### config.mk
export PLATFORM = sky130hd
export DESIGN_NAME = sw_scan_arbiter
export DESIGN_NICKNAME = d
export VERILOG_FILES = /design/src/rtl/sw_arb_pkg.sv /design/src/rtl/sw_rr_next_owner.sv /design/src/rtl/sw_scan_arbiter.sv
export SDC_FILE = /design/constraint.sdc
export NUM_CORES = 1
export LEC_CHECK = 0
export CAP_MARGIN = 20
export CORE_UTILIZATION = 37
export DETAILED_ROUTE_END_ITERATION = 10
export SLEW_MARGIN = 20
export SYNTH_ARGS = -nofsm -noshare
export SYNTH_HDL_FRONTEND = slang
export SYNTH_HIERARCHICAL = 1
export SYNTH_SLANG_ARGS = --single-unit
### constraint.sdc
create_clock -name CLK -period 14.3 [get_ports CLK]
set_input_delay 2.86 -clock CLK [delete_from_list [all_inputs] [get_ports CLK]]
set_output_delay 2.86 -clock CLK [all_outputs]
set_load 0.02 [all_outputs]
### src/rtl/sw_arb_pkg.sv
// Shared types and constants for the switch scan sequencer and ownership arbiter.
package sw_arb_pkg;

    localparam int ID_W = 4;

    // ID value meaning "no switch"
    localparam logic [ID_W-1:0] NONE_ID = 4'hF;

    // Event direction encoding carried on EVT_UP
    localparam logic EVT_DOWN = 1'b0;
    localparam logic EVT_UP   = 1'b1;

    typedef enum logic [2:0] {
        IDLE   = 3'd0,
        DWELL  = 3'd1,
        CHECK  = 3'd2,
        REPORT = 3'd3,
        COMMIT = 3'd4
    } state_t;

endpackage

### src/rtl/sw_rr_next_owner.sv
// Round-robin owner finder: first raised switch after the current owner,
// searching owner+1 upward and wrapping to owner-1. The owner itself is excluded.
module sw_rr_next_owner #(
    parameter int NUM_SW = 10
) (
    input  logic [NUM_SW-1:0] hist_i,
    input  logic [3:0]        owner_i,
    output logic [3:0]        next_id_o,
    output logic              next_valid_o
);
    import sw_arb_pkg::*;

    logic [3:0] idx;

    // Scan candidates in hand-over order and keep the first hit
    always_comb begin
        next_id_o    = NONE_ID;
        next_valid_o = 1'b0;
        idx          = 4'd0;
        for (int k = 1; k < NUM_SW; k++) begin
            idx = 4'((int'(owner_i) + k) % NUM_SW);
            if (!next_valid_o && hist_i[idx]) begin
                next_valid_o = 1'b1;
                next_id_o    = idx;
            end
        end
    end

endmodule

### src/rtl/sw_scan_arbiter.sv
// Switch scan sequencer and single-resource ownership arbiter.
// Scans one switch per slot, reports each changed switch as a valid/ready
// event, commits it to the history, then updates first-up-wins ownership.
// Optional build macro SW_ARB_TIMEOUT_EN: an event left unaccepted for
// EVT_TIMEOUT cycles is dropped (sticky DROP_FLAG) and re-detected next pass.
// Handshake: an event is transferred on a rising CLK edge where EVT_VALID and
// EVT_READY are both 1; EVT_ID/EVT_UP stay stable while EVT_VALID is 1.
module sw_scan_arbiter #(
    parameter int NUM_SW      = 10,
    parameter int SCAN_DIV    = 4,
    parameter int EVT_TIMEOUT = 64
) (
    input  logic              CLK,
    input  logic              RESET,
    input  logic [NUM_SW-1:0] SW,
    input  logic              SCAN_EN,
    input  logic              EVT_READY,
    output logic              EVT_VALID,
    output logic [3:0]        EVT_ID,
    output logic              EVT_UP,
    output logic [3:0]        SCAN_COUNTER,
    output logic [NUM_SW-1:0] SW_HISTORY,
    output logic              OWNER_VALID,
    output logic [3:0]        OWNER_ID,
    output logic [3:0]        PENDING_CNT,
    output logic              DROP_FLAG
);
    import sw_arb_pkg::*;

    localparam int DW = (SCAN_DIV < 2) ? 1 : $clog2(SCAN_DIV);

    state_t            state_q, state_d;
    logic [DW-1:0]     dwell_q, dwell_d;
    logic [3:0]        scan_q, scan_d;
    logic [NUM_SW-1:0] hist_q, hist_d;
    logic              evt_valid_q, evt_valid_d;
    logic [3:0]        evt_id_q, evt_id_d;
    logic              evt_up_q, evt_up_d;
    logic              owner_valid_q, owner_valid_d;
    logic [3:0]        owner_id_q, owner_id_d;
    logic [3:0]        pending_q, pending_d;
    logic              drop_q, drop_d;

    logic              sw_bit;
    logic              dwell_done;
    logic [3:0]        scan_inc;
    logic              timeout_hit;
    logic [NUM_SW-1:0] hist_commit;
    logic [4:0]        hist_pop;
    logic [4:0]        pend_raw;
    logic [3:0]        rr_id;
    logic              rr_valid;

    assign sw_bit     = SW[scan_q];
    assign dwell_done = (dwell_q == DW'(SCAN_DIV - 1));
    assign scan_inc   = (scan_q == 4'(NUM_SW - 1)) ? 4'd0 : scan_q + 4'd1;

`ifdef SW_ARB_TIMEOUT_EN
    localparam int TW = $clog2(EVT_TIMEOUT + 1);
    logic [TW-1:0] to_q, to_d;

    // Count cycles spent waiting in REPORT; cleared everywhere else
    always_comb begin
        to_d = '0;
        if (state_q == REPORT && !EVT_READY) to_d = to_q + 1'b1;
    end

    // Wait counter register
    always_ff @(posedge CLK or posedge RESET) begin
        if (RESET) to_q <= '0;
        else       to_q <= to_d;
    end

    assign timeout_hit = (state_q == REPORT) && !EVT_READY && (to_q == TW'(EVT_TIMEOUT - 1));
`else
    // REPORT never times out in this build; EVT_TIMEOUT is never negative
    assign timeout_hit = (EVT_TIMEOUT < 0);
`endif

    // History as it will look after committing the pending event
    always_comb begin
        hist_commit           = hist_q;
        hist_commit[evt_id_q] = evt_up_q;
    end

    // Number of raised switches in the post-commit history
    always_comb begin
        hist_pop = 5'd0;
        for (int i = 0; i < NUM_SW; i++) hist_pop = hist_pop + {4'd0, hist_commit[i]};
    end

    sw_rr_next_owner #(.NUM_SW(NUM_SW)) u_rr (
        .hist_i       (hist_commit),
        .owner_i      (owner_id_q),
        .next_id_o    (rr_id),
        .next_valid_o (rr_valid)
    );

    // FSM state register
    always_ff @(posedge CLK or posedge RESET) begin
        if (RESET) state_q <= IDLE;
        else       state_q <= state_d;
    end

    // FSM next-state logic; SCAN_EN is only honoured at slot end
    always_comb begin
        state_d = state_q;
        case (state_q)
            IDLE:    if (SCAN_EN) state_d = DWELL;
            DWELL:   if (dwell_done) state_d = CHECK;
            CHECK:   begin
                if (sw_bit != hist_q[scan_q]) state_d = REPORT;
                else                          state_d = SCAN_EN ? DWELL : IDLE;
            end
            REPORT:  begin
                if (EVT_READY)        state_d = COMMIT;
                else if (timeout_hit) state_d = SCAN_EN ? DWELL : IDLE;
            end
            COMMIT:  state_d = SCAN_EN ? DWELL : IDLE;
            default: state_d = IDLE;
        endcase
    end

    // FSM outputs: next values of the datapath registers
    always_comb begin
        dwell_d       = '0;
        scan_d        = scan_q;
        hist_d        = hist_q;
        evt_valid_d   = evt_valid_q;
        evt_id_d      = evt_id_q;
        evt_up_d      = evt_up_q;
        owner_valid_d = owner_valid_q;
        owner_id_d    = owner_id_q;
        pending_d     = pending_q;
        drop_d        = drop_q;
        pend_raw      = 5'd0;
        case (state_q)
            DWELL: dwell_d = dwell_done ? '0 : dwell_q + 1'b1;
            CHECK: begin
                if (sw_bit != hist_q[scan_q]) begin
                    evt_valid_d = 1'b1;
                    evt_id_d    = scan_q;
                    evt_up_d    = sw_bit;
                end else begin
                    scan_d = scan_inc;
                end
            end
            REPORT: begin
                if (EVT_READY) begin
                    evt_valid_d = 1'b0;
                end else if (timeout_hit) begin
                    evt_valid_d = 1'b0;
                    drop_d      = 1'b1;
                    scan_d      = scan_inc;
                end
            end
            COMMIT: begin
                hist_d = hist_commit;
                scan_d = scan_inc;
                if (evt_up_q == sw_arb_pkg::EVT_UP) begin
                    if (!owner_valid_q) begin
                        owner_valid_d = 1'b1;
                        owner_id_d    = evt_id_q;
                    end
                end else if (owner_valid_q && owner_id_q == evt_id_q) begin
                    owner_valid_d = rr_valid;
                    owner_id_d    = rr_valid ? rr_id : NONE_ID;
                end
                pend_raw  = hist_pop - {4'd0, owner_valid_d};
                pending_d = (pend_raw > 5'd15) ? 4'd15 : pend_raw[3:0];
            end
            default: ;
        endcase
    end

    // Datapath registers
    always_ff @(posedge CLK or posedge RESET) begin
        if (RESET) begin
            dwell_q       <= '0;
            scan_q        <= 4'd0;
            hist_q        <= '0;
            evt_valid_q   <= 1'b0;
            evt_id_q      <= NONE_ID;
            evt_up_q      <= 1'b0;
            owner_valid_q <= 1'b0;
            owner_id_q    <= NONE_ID;
            pending_q     <= 4'd0;
            drop_q        <= 1'b0;
        end else begin
            dwell_q       <= dwell_d;
            scan_q        <= scan_d;
            hist_q        <= hist_d;
            evt_valid_q   <= evt_valid_d;
            evt_id_q      <= evt_id_d;
            evt_up_q      <= evt_up_d;
            owner_valid_q <= owner_valid_d;
            owner_id_q    <= owner_id_d;
            pending_q     <= pending_d;
            drop_q        <= drop_d;
        end
    end

    assign EVT_VALID    = evt_valid_q;
    assign EVT_ID       = evt_id_q;
    assign EVT_UP       = evt_up_q;
    assign SCAN_COUNTER = scan_q;
    assign SW_HISTORY   = hist_q;
    assign OWNER_VALID  = owner_valid_q;
    assign OWNER_ID     = owner_id_q;
    assign PENDING_CNT  = pending_q;
    assign DROP_FLAG    = drop_q;

endmodule

==> flow_metrics.tcl <==
set metrics [dict create \
    io_buffers 42 \
    synth-simple-area-share_pct 21.2 \
    cts_resized 0 \
    cts_buffers 5 \
    hold_class "flop to flop" \
    grt_pass1_vias 5284 \
    initial_core_util_pct 37.9 \
    tns_ps 0 \
    viasPerCell 5.78 \
    synth_compound_area_share_pct 27.6 \
    synth.area.mux_share_pct 13.9 \
    cts_setup_buffers 0 \
    fin_nets 812 \
    cts_hold_buf 0 \
    required_ps 14510 \
    cpPeakStageDelay_ps 880 \
    cpMaxStageDelayCell "dfstp_2" \
    critPathKind "flop to flop" \
    synth_xor_xnor_area_share_pct 5.47 \
    antenna_found_initial 0 \
    drcViolationCount 0 \
    synth_top_area_share_pct 10.8 \
    hpwlAfterDp_um 12400 \
    setup_viol 0 \
    synth_top_family_by_area "compound AO/OA/AOI/OAI gates" \
    synth_seq_cells 34 \
    die_y_um 130 \
    met1_usage_pct 28.5 \
    grt_usage_pct 20.5 \
    drive_gt1_share_pct 15.3 \
    maxCapViolCount 0 \
    gp_congestion 0.929 \
    clockBufferDepth 2 \
    path_clk_slew_ps 50 \
    grt_pass1_wl_um 27500 \
    fmax_mhz 118 \
    critPathLaunchType "flop" \
    routed_wl_um 16600 \
    h-tree-depth 2 \
    chipWidth_um 130 \
    async_flop_share_pct 100 \
    synth_ff_type "dfrtp_1" \
    fin_util_pct 42.2 \
    root_buffer "clkbuf_16" \
    busiest_layer "met2" \
    gr-usage-met3_pct 2.35 \
    yosys-top-cells-area "dfrtp_1 11%, ha_1 8.3%, mux2_2 5.2%, nor2_1 4.4%, a21oi_1 4.0%" \
    relSlewSlack_pct 37.4 \
    ys_seq_area_share_pct 14.3 \
    finalHoldViolations 0 \
    cts_sinks 34 \
    firstDrtPassIters 5 \
    grt.met2_usage_pct 33.2 \
    post-route-period-util_pct 59.1 \
    synth_edf_count 0 \
    final_cells 969 \
    cts_tree "yes" \
    fin_crit_ps 8450 \
    insertion_delay_ps 280 \
    synth_top_area_cell "dfrtp_1" \
    synth_cell_types 101 \
    synthCells 737 \
    yosysWarnings 6 \
    fin_skew_ps 4.39 \
    tightest_slew_ps 936 \
    synth_nets 797 \
    grt-ovfl-total 0 \
    timing.final.max_slew_violations 0 \
    dr.first_iter.drc_count 424 \
    cp.arrival_ps 8650 \
    num_antenna_cells 0 \
    synthesis.area_um2 6020 \
    core_area_um2 15900 \
    rsz0062_at_grt "no" \
    grt_start_max_net_pins 35 \
    yosys.area_share.adder_pct 11.2 \
    cp_max_fo 27 \
    pin_count 44 \
    syn_avg_cell_area_um2 8.16 \
    dp.cells 961 \
    rows 46 \
    final_antenna_net_count 0 \
    outcome "finished clean" \
    endpoint_kind "flop" \
    fp.dieArea_um2 16800 \
    syn_to_final_growth_pct 11.4 \
    vias 5598 \
    post_drt_wl_per_cell_um 17.1 \
]
==> worst max-delay path: cells and delay by family (launching register included) <==
| kind | cells | cell delay (ps) |
|---|---|---|
| DFF | 1 | 880 |
| buffers and inverters | 4 | 420 |
| xor gates and xnor gates | 2 | 950 |
| and+or+nand+nor | 8 | 1170 |
| AOI/OAI and AO/OA | 8 | 1960 |
| adders and majority gates | 8 | 2980 |
==> cells in the final DEF (no fill, tap or decap), types with 8 or more instances in the layout <==
cell type	instances
o211ai_1	9
nand2_1	64
inv_1	33
o21ai_0	36
a31oi_1	11
clkdlybuf4s50_1	42
xnor2_1	18
a211oi_1	9
ha_1	40
a21oi_1	48
mux2_2	28
nand3_1	11
nand2b_1	18
dfrtp_1	26
nor3_1	18
buf_4	8
nor4_1	10
dfstp_2	8
nor2_1	70
nor2b_1	16
mux2i_1	24
==> logic make-up (layout without fill, tap and decap cells) <==
group / count (synthesis) / count (layout)
DFF: 34 / 34
and+or+nand+nor: 252 / 252
adders and majority gates: 51 / 51
buffers and inverters: 81 / 97
other: 1 / 1
AOI/OAI and AO/OA: 222 / 222
muxes: 67 / 67
xor gates and xnor gates: 29 / 29
==> synthesized netlist by cell type, types with 4 or more instances <==
cell type	number
nand4_1	6
a211oi_1	9
fa_1	6
nor3_1	19
a21oi_2	4
nand3_1	11
a21o_1	6
a31oi_1	11
xnor2_1	18
nor4_1	10
buf_1	5
a21oi_1	48
nand2_1	64
o31ai_1	7
buf_2	12
mux2_4	5
nand2b_1	18
inv_2	6
maj3_1	4
o211ai_1	9
xor2_1	4
nor3b_1	5
a32oi_1	7
nor2b_1	16
or2_2	6
o21ai_1	6
dfstp_2	8
a211o_1	5
buf_6	6
or3_1	4
mux2i_1	24
nor2_1	70
dfrtp_1	26
buf_4	4
mux2_2	28
ha_1	40
clkbuf_1	15
mux4_2	6
a21boi_0	4
inv_1	33
or2_1	4
o21ai_0	36
o32ai_1	4
==> path summary, 6_finish.rpt <==
| check | from | end | slack (ps) | cells past startpoint |
|---|---|---|---|---|
| worst max-delay path | OWNER_ID[1] | PENDING_CNT[2] | 5850 | 30 |
| worst min-delay path | dwell_q[0] | dwell_q[0] | 440 | 1 |
| worst max register to register | OWNER_ID[1] | PENDING_CNT[2] | 5850 | 30 |
| worst min register to register | dwell_q[0] | dwell_q[0] | 440 | 1 |
| max in group asynchronous | RESET | OWNER_ID[2] | 10980 | 3 |
| min in group asynchronous | RESET | SW_HISTORY[2] | 2980 | 3 |
==> routing by layer <==
metal / share of wire [%] / vias up / wire [um]
met1: 48 / 2662 / 7890
met5: 0 / - / 0
met3: 4.6 / 21 / 767
li1: - / 2754 / -
met2: 46 / 161 / 7560
met4: 2.1 / 0 / 354
==> sequential cells by signal, indices dropped and copies added, names as in the netlist <==
| signal | flops |
|---|---|
| EVT_ID | 4 |
| EVT_UP | 1 |
| EVT_VALID | 1 |
| OWNER_ID | 4 |
| OWNER_VALID | 1 |
| PENDING_CNT | 4 |
| SCAN_COUNTER | 4 |
| SW_HISTORY | 10 |
| dwell_q | 2 |
| state_q | 3 |
==> per-stage QoR <==
step | hold WS, ps | area (um2) | setup slack, ps
after floorplan | 416 | 6020 | 6700
after global placement | 432 | 6540 | 6110
after detailed placement | 433 | 6540 | 5950
after CTS | 443 | 6700 | 5880
after global routing | 457 | 6700 | 5120
final | 443 | 6700 | 5850
==> area by class of cell <==
| class | count | area (um2) |
|---|---|---|
| Multi-Input combinational cell | 622 | 4780 |
| Fill cell | 1648 | 9180 |
| Timing Repair Buffer | 50 | 480 |
| Clock inverter | 1 | 30.0 |
| Clock buffer | 7 | 133 |
| Inverter | 39 | 146 |
| Sequential cell | 34 | 861 |
| Tap cell | 216 | 270 |
Power is not shown: default switching activity piles up to over one toggle a cycle in this logic, so the estimate is an artifact.
